### src/rtl/sar_adc_pkg.sv
// rtl/sar_adc_pkg.sv - shared types and constants for the SAR ADC controller
package sar_adc_pkg;

  localparam int DATA_W_DEF = 8;

  localparam logic [DATA_W_DEF-1:0] TRIAL_MSB = {1'b1, {(DATA_W_DEF-1){1'b0}}};

  typedef enum logic [1:0] {
    IDLE   = 2'd0,
    SETTLE = 2'd1,
    DECIDE = 2'd2
  } sar_state_t;

endpackage

### src/rtl/sar_adc_ctrl_cdc_sync.sv
// rtl/sar_adc_ctrl_cdc_sync.sv - multi-stage single-bit synchroniser
module cdc_sync #(
  parameter int STAGES = 2
) (
  input  logic clk,
  input  logic rstn,
  input  logic i_d,
  output logic o_q
);

  logic [STAGES-1:0] r_sync;

  // Shift the asynchronous input through the flop chain.
  always_ff @(posedge clk or negedge rstn) begin
    if (!rstn) begin
      r_sync <= '0;
    end else begin
      r_sync <= {r_sync[STAGES-2:0], i_d};
    end
  end

  assign o_q = r_sync[STAGES-1];

endmodule

### src/rtl/sar_adc_ctrl.sv
// rtl/sar_adc_ctrl.sv - successive-approximation ADC controller driving an R-2R DAC
import sar_adc_pkg::*;

module sar_adc_ctrl #(
  parameter int DATA_W        = DATA_W_DEF,
  parameter int SETTLE_CYCLES = 16,
  parameter int SYNC_STAGES   = 2
) (
  input  logic              clk,
  input  logic              rstn,
  input  logic              start,
  input  logic              cont,
  input  logic              cmp_in,
  output logic [DATA_W-1:0] dac_bin,
  output logic              busy,
  output logic [DATA_W-1:0] result,
  output logic              result_valid,
  output logic [DATA_W-1:0] led
);

  localparam int L_IDX_W = (DATA_W > 1) ? $clog2(DATA_W) : 1;
  localparam int L_CNT_W = (SETTLE_CYCLES > 1) ? $clog2(SETTLE_CYCLES) : 1;
  localparam logic [DATA_W-1:0]  L_MSB      = {1'b1, {(DATA_W-1){1'b0}}};
  localparam logic [L_IDX_W-1:0] L_IDX_TOP  = L_IDX_W'(DATA_W - 1);
  localparam logic [L_CNT_W-1:0] L_CNT_LOAD = L_CNT_W'(SETTLE_CYCLES - 1);

  sar_state_t         r_state;
  sar_state_t         w_state_nxt;
  logic [DATA_W-1:0]  r_trial;
  logic [DATA_W-1:0]  w_trial_dec;
  logic [L_IDX_W-1:0] r_bit_idx;
  logic [L_CNT_W-1:0] r_cnt;
  logic [DATA_W-1:0]  r_result;
  logic               r_busy;
  logic               r_valid;
  logic               w_cmp_s;
  logic               w_load;
  logic               w_decide;
  logic               w_last;

  cdc_sync #(
    .STAGES (SYNC_STAGES)
  ) u_cmp_sync (
    .clk  (clk),
    .rstn (rstn),
    .i_d  (cmp_in),
    .o_q  (w_cmp_s)
  );

  // State register.
  always_ff @(posedge clk or negedge rstn) begin
    if (!rstn) begin
      r_state <= IDLE;
    end else begin
      r_state <= w_state_nxt;
    end
  end

  // Next-state logic and the control strobes that steer the datapath.
  always_comb begin
    w_state_nxt = r_state;
    w_load      = 1'b0;
    w_decide    = 1'b0;
    w_last      = 1'b0;
    case (r_state)
      IDLE: begin
        if (start || cont) begin
          w_state_nxt = SETTLE;
          w_load      = 1'b1;
        end
      end
      SETTLE: begin
        if (r_cnt == '0) begin
          w_state_nxt = DECIDE;
        end
      end
      DECIDE: begin
        w_decide = 1'b1;
        if (r_bit_idx == '0) begin
          w_state_nxt = IDLE;
          w_last      = 1'b1;
        end else begin
          w_state_nxt = SETTLE;
        end
      end
      default: w_state_nxt = IDLE;
    endcase
  end

  // Resolve the current bit from the comparator and seed the next trial bit.
  always_comb begin
    w_trial_dec = r_trial;
    if (!w_cmp_s) begin
      w_trial_dec[r_bit_idx] = 1'b0;
    end
    if (r_bit_idx != '0) begin
      w_trial_dec[r_bit_idx - L_IDX_W'(1)] = 1'b1;
    end
  end

  // Datapath: trial code, bit index, settle counter, result and status flags.
  always_ff @(posedge clk or negedge rstn) begin
    if (!rstn) begin
      r_trial   <= '0;
      r_bit_idx <= '0;
      r_cnt     <= '0;
      r_result  <= '0;
      r_busy    <= 1'b0;
      r_valid   <= 1'b0;
    end else begin
      r_valid <= 1'b0;
      if (w_load) begin
        r_trial   <= L_MSB;
        r_bit_idx <= L_IDX_TOP;
        r_cnt     <= L_CNT_LOAD;
        r_busy    <= 1'b1;
      end else if (r_state == SETTLE) begin
        r_cnt <= r_cnt - L_CNT_W'(1);
      end else if (w_decide) begin
        r_trial <= w_trial_dec;
        if (w_last) begin
          r_result <= w_trial_dec;
          r_valid  <= 1'b1;
          r_busy   <= 1'b0;
        end else begin
          r_bit_idx <= r_bit_idx - L_IDX_W'(1);
          r_cnt     <= L_CNT_LOAD;
        end
      end
    end
  end

  // The DAC is parked at zero whenever no conversion is running.
  assign dac_bin      = (r_state == IDLE) ? '0 : r_trial;
  assign busy         = r_busy;
  assign result       = r_result;
  assign result_valid = r_valid;
  assign led          = r_result;

endmodule

### config.mk
export PLATFORM = sky130hd
export DESIGN_NAME = sar_adc_ctrl
export DESIGN_NICKNAME = d
export VERILOG_FILES = /design/src/rtl/sar_adc_pkg.sv /design/src/rtl/sar_adc_ctrl_cdc_sync.sv /design/src/rtl/sar_adc_ctrl.sv
export SDC_FILE = /design/constraint.sdc
export NUM_CORES = 1
export LEC_CHECK = 0
export ABC_AREA = 1
export ABC_CLOCK_PERIOD_IN_PS = 3700
export CAP_MARGIN = 20
export CORE_MARGIN = 1
export CORE_UTILIZATION = 55
export DETAILED_ROUTE_END_ITERATION = 10
export GPL_TIMING_DRIVEN = 0
export PLACE_DENSITY = 0.84
export SYNTH_ARGS = -nofsm -noshare
export SYNTH_HDL_FRONTEND = slang
export SYNTH_SLANG_ARGS = --single-unit
### constraint.sdc
create_clock -name clk -period 3.7 [get_ports clk]
set_input_delay 0.74 -clock clk [delete_from_list [all_inputs] [get_ports clk]]
set_output_delay 0.74 -clock clk [all_outputs]
set_load 0.01 [all_outputs]
==> impl_table.tex, run 1 <==
\begin{tabular}{lr}
\hline
Metric & Value \\
\hline
\multicolumn{2}{l}{\textbf{Run status}} \\
Outcome & finished clean \\
\multicolumn{2}{l}{\textbf{Global routing}} \\
Total global-route track usage & 0.244 \\
Gr ovfl total & 0 \\
Maximum number of pins on one net before global-route repair & 19 \\
Via count of the first global-routing pass & $\sim$1300 \\
First-pass GRT wire length & around 5800 um \\
Antenna violations before repair & 0 \\
\multicolumn{2}{l}{\textbf{Floorplanning}} \\
Die Y-Extent & 55.3 um \\
Starting density of the core & 0.608 \\
Die Area & about 3000 um\^{}2 \\
Horizontal extent of the die & 55.3 um \\
Area of the core region & between 2000 and 3000 um\^{}2 \\
Number of ports placed on the die boundary & 31 \\
Standard-cell rows & 18 \\
\multicolumn{2}{l}{\textbf{CTS}} \\
Num CTS Buffers & 5 \\
Clock tree from TritonCTS & done \\
Post\_cts resized & 0 \\
Buffers from clock root to sink, at most & 2 \\
Number of setup buffers added after CTS & 0 \\
Clock tree root driver cell & sky130\_fd\_sc\_hd\_\_clkbuf\_4 \\
\# hold bufs at CTS & 0 \\
H-tree level count & 2 \\
Clock slew at reported path FFs & around 0.080 ns \\
CTS sink count & 29 \\
Clk\_lat worst skew & around 0.33 ns \\
\multicolumn{2}{l}{\textbf{Synth}} \\
Dominant register cell in the synthesized netlist & sky130\_fd\_sc\_hd\_\_dfrtp\_1 \\
Share of Yosys cell area claimed by the top area cell type & 0.465 \\
Synthesized netlist cell count & between 200 and 250 \\
Synth top cells by count & 73 x sky130\_fd\_sc\_hd\_\_nand2\_1, 29 x sky130\_fd\_sc\_hd\_\_dfrtp\_1, 23 x sky130\_fd\_sc\_hd\_\_inv\_1 \\
Post-Synthesis Mean Instance Area & 7.69 um\^{}2 \\
FFs w/ async S/R, synth & 1.00 \\
Part of the Yosys area used for sequential elements & 0.465 \\
Flop and latch count out of synthesis & 29 \\
Count of synthesis-stage warnings from yosys & 0 \\
Count of distinct cell types in the synthesized netlist & 20 \\
Post-Syn Area & between 1500 and 2000 um\^{}2 \\
Biggest area contributors in the synthesized netlist & sky130\_fd\_sc\_hd\_\_dfrtp\_1 47\%, sky130\_fd\_sc\_hd\_\_nand2\_1 18\%, sky130\_fd\_sc\_hd\_\_inv\_1 5.5\%, sky130\_fd\_sc\_hd\_\_nand3\_1 5.1\%, sky130\_fd\_sc\_hd\_\_buf\_4 4.3\% \\
Post-synthesis cell type with the largest combined area & sky130\_fd\_sc\_hd\_\_dfrtp\_1 \\
Dominant cell by count in the synthesized netlist & sky130\_fd\_sc\_hd\_\_nand2\_1 \\
Synthesized netlist net count & 211 \\
Number of synthesized flops with an enable pin & 0 \\
\multicolumn{2}{l}{\textbf{Worst setup path}} \\
Crit path kind & reg -> out \\
Critical path data required time & $\sim$3 ns \\
Arrival time at the worst endpoint & 1.67 ns \\
Largest driver fanout on the critical path & 10 \\
Cell class contributing the biggest share of worst-path delay & buffers and inverters \\
Launching element type of the critical path & register \\
Launch point of the worst reg-to-reg path & r\_bit\_idx[0]\$\_DFFE\_PN0P\_ \\
Standard cell with the maximum stage delay on the critical path & sky130\_fd\_sc\_hd\_\_clkdlybuf4s50\_1 \\
Start point of the critical path & r\_state[0]\$\_DFFE\_PN0P\_ \\
Capturing element type of the critical path & primary output \\
Buffers plus inverters on the worst setup path & 1 \\
Series of cell instances along the critical path & nor2\_4 -> nor2\_1 -> clkdlybuf4s50\_1 \\
Longest individual stage delay on the worst path & 0.51 ns \\
\multicolumn{2}{l}{\textbf{Pwr}} \\
Leakage component of the power & approximately 1.0 nW \\
Power density relative to cell area & roughly 270 nW/um\^{}2 \\
Total power consumption of the routed design & approximately 0.00054 W \\
VDD IR-drop max & a little under 0.3 mV \\
\multicolumn{2}{l}{\textbf{Cells and area}} \\
Count of inserted antenna diode cells & 0 \\
Nets & around 250 \\
Area added between synthesis and finish & 26.9\% \\
Share of layout cells above drive strength 1 & 0.133 \\
Final cell count without fillers & between 200 and 300 \\
\multicolumn{2}{l}{\textbf{Placement}} \\
Post-Place Cells & 264 \\
Count of input and output buffers & 30 \\
Final HPWL DP & approximately 2600 um \\
RD Place Congestion & between 0.8 and 0.9 \\
\multicolumn{2}{l}{\textbf{Route}} \\
Remaining antenna violation count & 0 \\
Aggregate routed wire length & between 3000 and 4000 um \\
Iteration-0 DRC Markers & 31 \\
Wire length per cell & between 10 and 15 um \\
Post-route DRC violation count & 0 \\
Overall via count from detail\_route & 1380 \\
Number of iterations in the first detailed-routing pass & 4 \\
Via density & approximately 5.1 \\
\multicolumn{2}{l}{\textbf{STA}} \\
Headroom to the max-slew limit & 0.582 \\
Number of failing setup endpoints in the final timing report & 0 \\
Achievable clock frequency & about 420 MHz \\
Total Negative Setup Slacks & 0 ns \\
Worst-Margin Slew & approximately 0.63 ns \\
Setup repair after global routing missed its margin & false \\
Post-layout minimum cycle time & around 2.4 ns \\
Final hold violation count & 0 \\
Final Cycle Share & 0.651 \\
Max-slew violation count & 0 \\
Clock skew & around 0.0084 ns \\
\multicolumn{2}{l}{\textbf{Hold path}} \\
Worst hold path type & reg -> reg \\
Critical hold path startpoint & u\_cmp\_sync.r\_sync[0]\$\_DFF\_PN0\_ \\
\multicolumn{2}{l}{\textbf{Flow run}} \\
Total of max-cap violations & 0 \\
\hline
\end{tabular}
flip-flops by register name, summed over array words and instances, names as in the netlist:
register and cells:
led 8, r_trial 8, r_cnt 4, r_bit_idx 3
r_state 2, u_cmp_sync.r_sync 2, busy 1, result_valid 1
worst reg2reg max path, delay by kind of cell (launching register included):
family,cells,cell delay (ns)
buffers and inverters,2,0.37
and+or+nand+nor,4,0.39
adders and majority gates,1,0.32
DFF,1,0.40
cell families (layout without fill, tap and decap cells):
| family | count (synthesis) | count (layout) | share of synthesized area |
|---|---|---|---|
| and+or+nand+nor | 117 | 117 | 0.334 |
| buffers and inverters | 37 | 75 | 0.115 |
| adders and majority gates | 3 | 3 | 0.0241 |
| DFF | 29 | 29 | 0.465 |
| AOI/OAI and AO/OA | 17 | 17 | 0.0610 |
routing by layer:
metal | vias to the layer above | share of wire | track usage
met5 | - | 0 | 0
met1 | 641 | 0.43 | 0.286
met2 | 39 | 0.49 | 0.418
met3 | 8 | 0.061 | 0.0867
met4 | 0 | 0.019 | 0.0750
li1 | 692 | - | -
per-stage QoR:
step,hold slack (ns),utilization,setup WS [ns],area (um^2)
2_1_floorplan,0.331,-,2.21,1560
3_3_place_gp,0.333,0.739,1.47,1900
3_5_place_dp,0.340,0.750,1.64,1930
4_1_cts,0.359,0.771,1.28,1980
5_1_grt,0.363,0.771,1.24,1980
6_report,0.354,0.771,1.29,1980
area by class of cell:
class,count,area (um^2)
timing repair buffer,31,328
buffer,10,78.8
fill,199,587
multi-input combinational,137,654
inverter,27,101
sequential,29,726
clock buffer,7,55.1
tap,30,37.5
placed cells by master (no fill, tap or decap), drive strengths merged:
cell	instances
ha	3
nor2	19
o21ai	10
o211ai	1
clkdlybuf4s50	30
nand2	78
buf	11
dfrtp	29
nand3	17
or2	2
a21oi	6
clkbuf	7
inv	27
nor3b	1
path summary, 6_finish.rpt:
kind	slack, ns	endpoint	depth (start not counted)
min in group asynchronous	0.80	led[1]$_DFFE_PN0P_	1
max	1.29	dac_bin[4]	3
max in group asynchronous	2.39	r_bit_idx[1]$_DFFE_PN0P_	2
max reg2reg	2.14	r_trial[7]$_DFFE_PN0P_	7
min	0.35	u_cmp_sync.r_sync[1]$_DFF_PN0_	0
min reg2reg	0.35	u_cmp_sync.r_sync[1]$_DFF_PN0_	0
power by group:
part           leakage, nW  switching [W]  internal, W
clock network       0.0314       0.000103    0.0000895
registers            0.337     0.00000165     0.000319
logic                0.680      0.0000138    0.0000122
Note: power is estimated with default switching activity, not from simulation.
==> run 2: changes to the inputs <==
--- a/config.mk
+++ b/config.mk
@@ -6,13 +6,13 @@
 export NUM_CORES = 1
 export LEC_CHECK = 0
 export ABC_AREA = 1
-export ABC_CLOCK_PERIOD_IN_PS = 3700
+export ABC_CLOCK_PERIOD_IN_PS = 2150
 export CAP_MARGIN = 20
 export CORE_MARGIN = 1
-export CORE_UTILIZATION = 55
+export CORE_UTILIZATION = 46
 export DETAILED_ROUTE_END_ITERATION = 10
 export GPL_TIMING_DRIVEN = 0
-export PLACE_DENSITY = 0.84
+export PLACE_DENSITY = 0.75
 export SYNTH_ARGS = -nofsm -noshare
 export SYNTH_HDL_FRONTEND = slang
 export SYNTH_SLANG_ARGS = --single-unit
==> constraint.sdc (replaced) <==
create_clock -name clk -period 2.15 [get_ports clk]
set_input_delay 0.43 -clock clk [delete_from_list [all_inputs] [get_ports clk]]
set_output_delay 0.43 -clock clk [all_outputs]
set_load 0.01 [all_outputs]
==> run 2 against run 1 <==
Compared with the run above: highest routed layer unchanged; clock-buffer cell count fell by 2; critical endpoint is now dac_bin[0]; sequential power up 72%; worst setup slack got worse by 1.2 ns; routed wire length shrank 5.5%; worst hold slack better by 0.0015 ns; flip-flop and latch count unchanged; register-to-register slack worse by 1.5 ns; final cell count grew 5.5%; combinational power grew 69%; via count decreased by 2.5%.
==> impl_table.tex, run 2 (synthesis results as in run 1) <==
\begin{tabular}{lr}
\hline
Metric & Value \\
\hline
\multicolumn{2}{l}{\textbf{CTS}} \\
H-tree level count & 2 \\
Clk\_lat worst skew & about 0.34 ns \\
Clock tree root driver cell & sky130\_fd\_sc\_hd\_\_clkbuf\_4 \\
Buffers from clock root to sink, at most & 2 \\
Num CTS Buffers & 5 \\
Clock tree from TritonCTS & done \\
Clock slew at reported path FFs & 0.09 ns \\
Number of setup buffers added after CTS & 0 \\
CTS sink count & 29 \\
\multicolumn{2}{l}{\textbf{Global routing}} \\
Via count of the first global-routing pass & 1192 \\
First-pass GRT wire length & between 5000 and 6000 um \\
Maximum number of pins on one net before global-route repair & 19 \\
Total global-route track usage & 0.203 \\
Gr ovfl total & 0 \\
Met2 demand-to-capacity share in global routing & 0.344 \\
Met1 Resource Use GR & 0.238 \\
Antenna violations before repair & 0 \\
GR Layer Usage met3 & 0.0693 \\
GRT busiest layer & met2 \\
\multicolumn{2}{l}{\textbf{Cells and area}} \\
Area occupied by registers & between 700 and 800 um\^{}2 \\
Count of inserted antenna diode cells & 0 \\
End-of-flow core utilization & 0.639 \\
Commonest non-fill, non-tap cell in the layout & sky130\_fd\_sc\_hd\_\_nand2\_1 \\
Final-layout fill cell count & around 300 \\
Share of layout cells above drive strength 1 & 0.140 \\
Leading cell types in the layout, fill and taps excluded & 73 x sky130\_fd\_sc\_hd\_\_nand2\_1, 30 x sky130\_fd\_sc\_hd\_\_clkdlybuf4s50\_1, 29 x sky130\_fd\_sc\_hd\_\_dfrtp\_1 \\
Nets & 249 \\
Footprint of the multi-input gates & around 650 um\^{}2 \\
Area added between synthesis and finish & 28.1\% \\
\multicolumn{2}{l}{\textbf{Flow run}} \\
Total of max-cap violations & 0 \\
\multicolumn{2}{l}{\textbf{Route}} \\
Via density & 4.71 \\
Remaining antenna violation count & 0 \\
Wire length per cell & roughly 11 um \\
Iteration-0 DRC Markers & 27 \\
Post-route DRC violation count & 0 \\
Number of iterations in the first detailed-routing pass & 4 \\
Aggregate routed wire length & roughly 3200 um \\
Overall via count from detail\_route & roughly 1300 \\
\multicolumn{2}{l}{\textbf{STA}} \\
Worst-Margin Slew & about 0.66 ns \\
Worst hold slack & 0.355 ns \\
Number of failing setup endpoints in the final timing report & 0 \\
Max-slew violation count & 0 \\
Final hold violation count & 0 \\
Setup repair after global routing missed its margin & false \\
Total Negative Setup Slacks & 0 ns \\
Post-layout minimum cycle time & 2.05 ns \\
Headroom to the max-slew limit & 0.562 \\
Final Cycle Share & 0.956 \\
Final setup margin & $\sim$0.095 ns \\
Clock skew & roughly 0.007 ns \\
Achievable clock frequency & 487 MHz \\
\multicolumn{2}{l}{\textbf{Floorplanning}} \\
Die Area & 3630 um\^{}2 \\
Area of the core region & 3130 um\^{}2 \\
Number of ports placed on the die boundary & 31 \\
Die Y-Extent & between 60 and 70 um \\
Horizontal extent of the die & 60.2 um \\
Standard-cell rows & 20 \\
Starting density of the core & 0.499 \\
\multicolumn{2}{l}{\textbf{Worst setup path}} \\
Capturing element type of the critical path & primary output \\
Crit path kind & reg -> out \\
Cell count of the worst reg-to-reg path & 8 \\
Launch point of the worst reg-to-reg path & r\_bit\_idx[0]\$\_DFFE\_PN0P\_ \\
RR Endpoint & r\_cnt[2]\$\_DFFE\_PN0P\_ \\
Capturing instance or port of the critical path & dac\_bin[0] \\
Start point of the critical path & r\_state[0]\$\_DFFE\_PN0P\_ \\
Arrival time at the worst endpoint & between 1.5 and 2 ns \\
Critical path data required time & $\sim$1.7 ns \\
Largest driver fanout on the critical path & 10 \\
Launching element type of the critical path & register \\
Minimum setup slack among reg-to-reg paths & approximately 0.60 ns \\
\multicolumn{2}{l}{\textbf{Placement}} \\
Count of input and output buffers & 30 \\
Placement-stage worst setup slack & slightly above 0.4 ns \\
Final HPWL DP & about 2400 um \\
RD Place Congestion & between 1 and 1.5 \\
\multicolumn{2}{l}{\textbf{Pwr}} \\
Power density relative to cell area & around 460 nW/um\^{}2 \\
VDD IR-drop max & 0.362 mV \\
Leakage component of the power & 1.05 nW \\
\multicolumn{2}{l}{\textbf{Run status}} \\
Outcome & finished clean \\
\multicolumn{2}{l}{\textbf{Hold path}} \\
Worst hold path type & reg -> reg \\
\hline
\end{tabular}
run 2: changes by cell type in the layout (fill, tap and decap cells not counted), sizes merged:
cell / previous run / this run
clkbuf: 7 / 5
clkinv: 0 / 2
clkinvlp: 0 / 1
run 2: repair_timing:
action                                  4_1_cts  5_1_grt
hold buffers                                  0        0
resized for setup                             0        0
endpoints found under the setup margin        0        7
run 2: worst max-delay path, stage by stage, from the launching register on:
cell,delay [ns]
sky130_fd_sc_hd__dfrtp_1,0.45
sky130_fd_sc_hd__nor2_4,0.27
sky130_fd_sc_hd__nor2_1,0.07
sky130_fd_sc_hd__clkdlybuf4s50_1,0.49
run 2: power by group:
part	switching (W)	total, W	internal (W)
combinational	0.0000230	0.0000440	0.0000210
sequential	0.00000287	0.000553	0.000550
clock	0.000207	0.000330	0.000123
total	0.000233	0.000927	0.000694
run 2: how the worst min path moves through the flow:
stage / from / to / depth (start not counted)
after floorplan: rstn / busy$_DFFE_PN0P_ / 0
after global placement: u_cmp_sync.r_sync[0]$_DFF_PN0_ / u_cmp_sync.r_sync[1]$_DFF_PN0_ / 0
after detailed placement: u_cmp_sync.r_sync[0]$_DFF_PN0_ / u_cmp_sync.r_sync[1]$_DFF_PN0_ / 0
after CTS: u_cmp_sync.r_sync[0]$_DFF_PN0_ / u_cmp_sync.r_sync[1]$_DFF_PN0_ / 0
after global routing: u_cmp_sync.r_sync[0]$_DFF_PN0_ / u_cmp_sync.r_sync[1]$_DFF_PN0_ / 0
final: u_cmp_sync.r_sync[0]$_DFF_PN0_ / u_cmp_sync.r_sync[1]$_DFF_PN0_ / 0
run 2: per-stage QoR:
step / power [W] / cell area, um^2 / std cells
final: 0.000927 / 2000 / 286
after CTS: 0.000938 / 2000 / 286
after global placement: 0.000602 / 1920 / 277
after floorplan: 0.000576 / 1560 / 203
after detailed placement: 0.000609 / 1940 / 278
after global routing: 0.000963 / 2000 / 286
run 2: cell type report:
type / count / area share
plain buffers: 10 / 0.0394
clock buffers: 5 / 0.0188
clock inverters: 3 / 0.00877
inverters: 27 / 0.0507
multi-input cells: 137 / 0.327
flip-flops and latches: 29 / 0.363
well taps: 44 / 0.0276
repair buffers: 31 / 0.164
run 2: routing by layer:
metal	part of all wire	wire, um
met5	0	0
met4	0.015	49
met3	0.041	130
met2	0.49	1580
met1	0.45	1440
==> run 3: changes to the inputs <==
--- a/config.mk
+++ b/config.mk
@@ -8,11 +8,13 @@
 export ABC_AREA = 1
 export ABC_CLOCK_PERIOD_IN_PS = 2150
 export CAP_MARGIN = 20
+export CELL_PAD_IN_SITES_DETAIL_PLACEMENT = 0
+export CELL_PAD_IN_SITES_GLOBAL_PLACEMENT = 1
 export CORE_MARGIN = 1
-export CORE_UTILIZATION = 46
+export CORE_UTILIZATION = 33
 export DETAILED_ROUTE_END_ITERATION = 10
 export GPL_TIMING_DRIVEN = 0
-export PLACE_DENSITY = 0.75
+export PLACE_DENSITY_LB_ADDON = 0.1
 export SYNTH_ARGS = -nofsm -noshare
 export SYNTH_HDL_FRONTEND = slang
 export SYNTH_SLANG_ARGS = --single-unit
==> run 3 against run 2 <==
Compared with the run above: the run now ends with DRC left; combinational power is 1% higher; fmax rose by 2.8%; largest power group is now the clock network; non-clock buffer count unchanged; register-to-register slack barely moved; highest routed layer unchanged; clock skew shrank 0.0015 ns; critical path depth did not move; sequential power hardly changed; clock-buffer cell count increased by 2; critical path type unchanged.
==> impl_table.tex, run 3 (synthesis results as in run 1) <==
\begin{tabular}{lr}
\hline
Metric & Value \\
\hline
\multicolumn{2}{l}{\textbf{Run status}} \\
Outcome & finished with violations \\
Violated checks & DRC \\
\multicolumn{2}{l}{\textbf{CTS}} \\
Post\_cts resized & 0 \\
Clock tree root driver cell & sky130\_fd\_sc\_hd\_\_clkbuf\_8 \\
Num CTS Buffers & 5 \\
Number of setup buffers added after CTS & 0 \\
\# hold bufs at CTS & 0 \\
Clock slew at reported path FFs & about 0.060 ns \\
Clock tree from TritonCTS & done \\
Buffers from clock root to sink, at most & 2 \\
CTS sink count & 29 \\
H-tree level count & 2 \\
Clk\_lat worst skew & roughly 0.28 ns \\
\multicolumn{2}{l}{\textbf{Route}} \\
Aggregate routed wire length & between 3000 and 4000 um \\
Overall via count from detail\_route & between 1000 and 1500 \\
Iteration-0 DRC Markers & 58 \\
Number of iterations in the first detailed-routing pass & 7 \\
Post-route DRC violation count & 4 \\
Via density & between 4 and 5 \\
Wire length per cell & between 10 and 15 um \\
Remaining antenna violation count & 0 \\
\multicolumn{2}{l}{\textbf{STA}} \\
Clock skew & approximately 0.0057 ns \\
Post-layout minimum cycle time & 2.00 ns \\
Worst hold slack & between 0.3 and 0.4 ns \\
Max-slew violation count & 0 \\
Worst-Margin Slew & between 0.6 and 0.7 ns \\
Headroom to the max-slew limit & 0.538 \\
Total Negative Setup Slacks & 0 ns \\
Achievable clock frequency & between 500 and 600 MHz \\
Setup repair after global routing missed its margin & false \\
Number of failing setup endpoints in the final timing report & 0 \\
Final hold violation count & 0 \\
Final Cycle Share & 0.929 \\
\multicolumn{2}{l}{\textbf{Pwr}} \\
Portion of total power attributed to the clock network & 0.498 \\
Portion of total power attributed to combinational logic & 0.037 \\
Sequential fraction of design power & 0.465 \\
Power density relative to cell area & $\sim$580 nW/um\^{}2 \\
Switching power as a share of total power & 0.203 \\
VDD IR-drop max & between 0.3 and 0.4 mV \\
Internal power consumption & about 0.00095 W \\
Leakage component of the power & between 1 and 1.5 nW \\
Switch Pwr & 0.000241 W \\
\multicolumn{2}{l}{\textbf{Global routing}} \\
Maximum number of pins on one net before global-route repair & 19 \\
Total global-route track usage & 0.160 \\
Gr ovfl total & 0 \\
Antenna violations before repair & 0 \\
First-pass GRT wire length & around 6000 um \\
Via count of the first global-routing pass & 1244 \\
\multicolumn{2}{l}{\textbf{Cells and area}} \\
Count of inserted antenna diode cells & 0 \\
Area occupied by registers & a little over 700 um\^{}2 \\
Share of layout cells above drive strength 1 & 0.136 \\
Final cell count without fillers & between 200 and 300 \\
Nets & approximately 250 \\
Leading cell types in the layout, fill and taps excluded & 73 x sky130\_fd\_sc\_hd\_\_nand2\_1, 30 x sky130\_fd\_sc\_hd\_\_clkdlybuf4s50\_1, 29 x sky130\_fd\_sc\_hd\_\_dfrtp\_1 \\
Area added between synthesis and finish & 32.6\% \\
Footprint of the multi-input gates & 654 um\^{}2 \\
Final-layout fill cell count & 470 \\
Commonest non-fill, non-tap cell in the layout & sky130\_fd\_sc\_hd\_\_nand2\_1 \\
\multicolumn{2}{l}{\textbf{Placement}} \\
Count of input and output buffers & 30 \\
Post-Place Cells & between 200 and 300 \\
Final HPWL DP & between 2000 and 3000 um \\
RD Place Congestion & around 0.8 \\
\multicolumn{2}{l}{\textbf{Worst setup path}} \\
RR Endpoint & r\_trial[7]\$\_DFFE\_PN0P\_ \\
Capturing element type of the critical path & primary output \\
Arrival time at the worst endpoint & around 1.6 ns \\
Launch point of the worst reg-to-reg path & r\_bit\_idx[0]\$\_DFFE\_PN0P\_ \\
Launching element type of the critical path & register \\
Largest driver fanout on the critical path & 10 \\
Minimum setup slack among reg-to-reg paths & 0.59 ns \\
Cell count of the worst reg-to-reg path & 7 \\
Critical path data required time & $\sim$1.7 ns \\
Crit path kind & reg -> out \\
\multicolumn{2}{l}{\textbf{Floorplanning}} \\
Die Area & about 5000 um\^{}2 \\
Area of the core region & 4440 um\^{}2 \\
Horizontal extent of the die & roughly 71 um \\
Standard-cell rows & 24 \\
Starting density of the core & 0.351 \\
Number of ports placed on the die boundary & 31 \\
Die Y-Extent & 70.8 um \\
\multicolumn{2}{l}{\textbf{Hold path}} \\
Worst min-delay path endpoint & u\_cmp\_sync.r\_sync[1]\$\_DFF\_PN0\_ \\
Critical hold path startpoint & u\_cmp\_sync.r\_sync[0]\$\_DFF\_PN0\_ \\
Worst hold path type & reg -> reg \\
Hold path depth & 0 \\
\multicolumn{2}{l}{\textbf{Flow run}} \\
Total of max-cap violations & 0 \\
\hline
\end{tabular}
## run 3: cell type report
type,instances,share of cell area
timing repair buffer,31,0.158
buffer,10,0.0381
inverter,27,0.0490
clock inverter,1,0.0145
sequential,29,0.351
tap,52,0.0314
multi-input combinational,137,0.316
clock buffer,7,0.0417
## run 3: power by group through the flow
stage / combinational, W / sequential, W / clock, W
3_3_place_gp: 0.0000399 / 0.000563 / 0
6_report: 0.0000445 / 0.000553 / 0.000592
4_1_cts: 0.0000461 / 0.000553 / 0.000612
5_1_grt: 0.0000509 / 0.000553 / 0.000645
3_5_place_dp: 0.0000458 / 0.000563 / 0
2_1_floorplan: 0.0000134 / 0.000563 / 0
## run 3: metrics by stage
| step | power [W] | utilization | setup WS (ns) | cell area, um^2 |
|---|---|---|---|---|
| 2_1_floorplan | 0.000576 | - | 0.789 | 1560 |
| 3_3_place_gp | 0.000603 | 0.433 | 0.0658 | 1930 |
| 3_5_place_dp | 0.000609 | 0.439 | 0.440 | 1950 |
| 4_1_cts | 0.00121 | 0.466 | 0.120 | 2070 |
| 5_1_grt | 0.00125 | 0.466 | 0.0315 | 2070 |
| 6_report | 0.00119 | 0.466 | 0.152 | 2070 |
## run 3: how the worst max path moves through the flow
stage / from / to / cells past startpoint
3_3_place_gp: rstn / r_cnt[1]$_DFFE_PN0P_ / 1
6_report: r_state[0]$_DFFE_PN0P_ / dac_bin[4] / 3
3_5_place_dp: r_state[0]$_DFFE_PN0P_ / dac_bin[4] / 3
4_1_cts: r_state[0]$_DFFE_PN0P_ / dac_bin[6] / 3
5_1_grt: r_state[0]$_DFFE_PN0P_ / dac_bin[6] / 3
2_1_floorplan: r_bit_idx[0]$_DFFE_PN0P_ / r_cnt[2]$_DFFE_PN0P_ / 8
## run 3: routing by layer
layer,GRT usage,wire [um]
met1,0.210,1670
met2,0.245,1580
met3,0.0513,133
met4,0.0667,70
met5,0,0
## run 3: worst max-delay path, stage by stage (launching register included)
cell and delay (ns):
sky130_fd_sc_hd__dfrtp_1 0.44, sky130_fd_sc_hd__nor2_4 0.28, sky130_fd_sc_hd__nor2_1 0.08, sky130_fd_sc_hd__clkdlybuf4s50_1 0.48
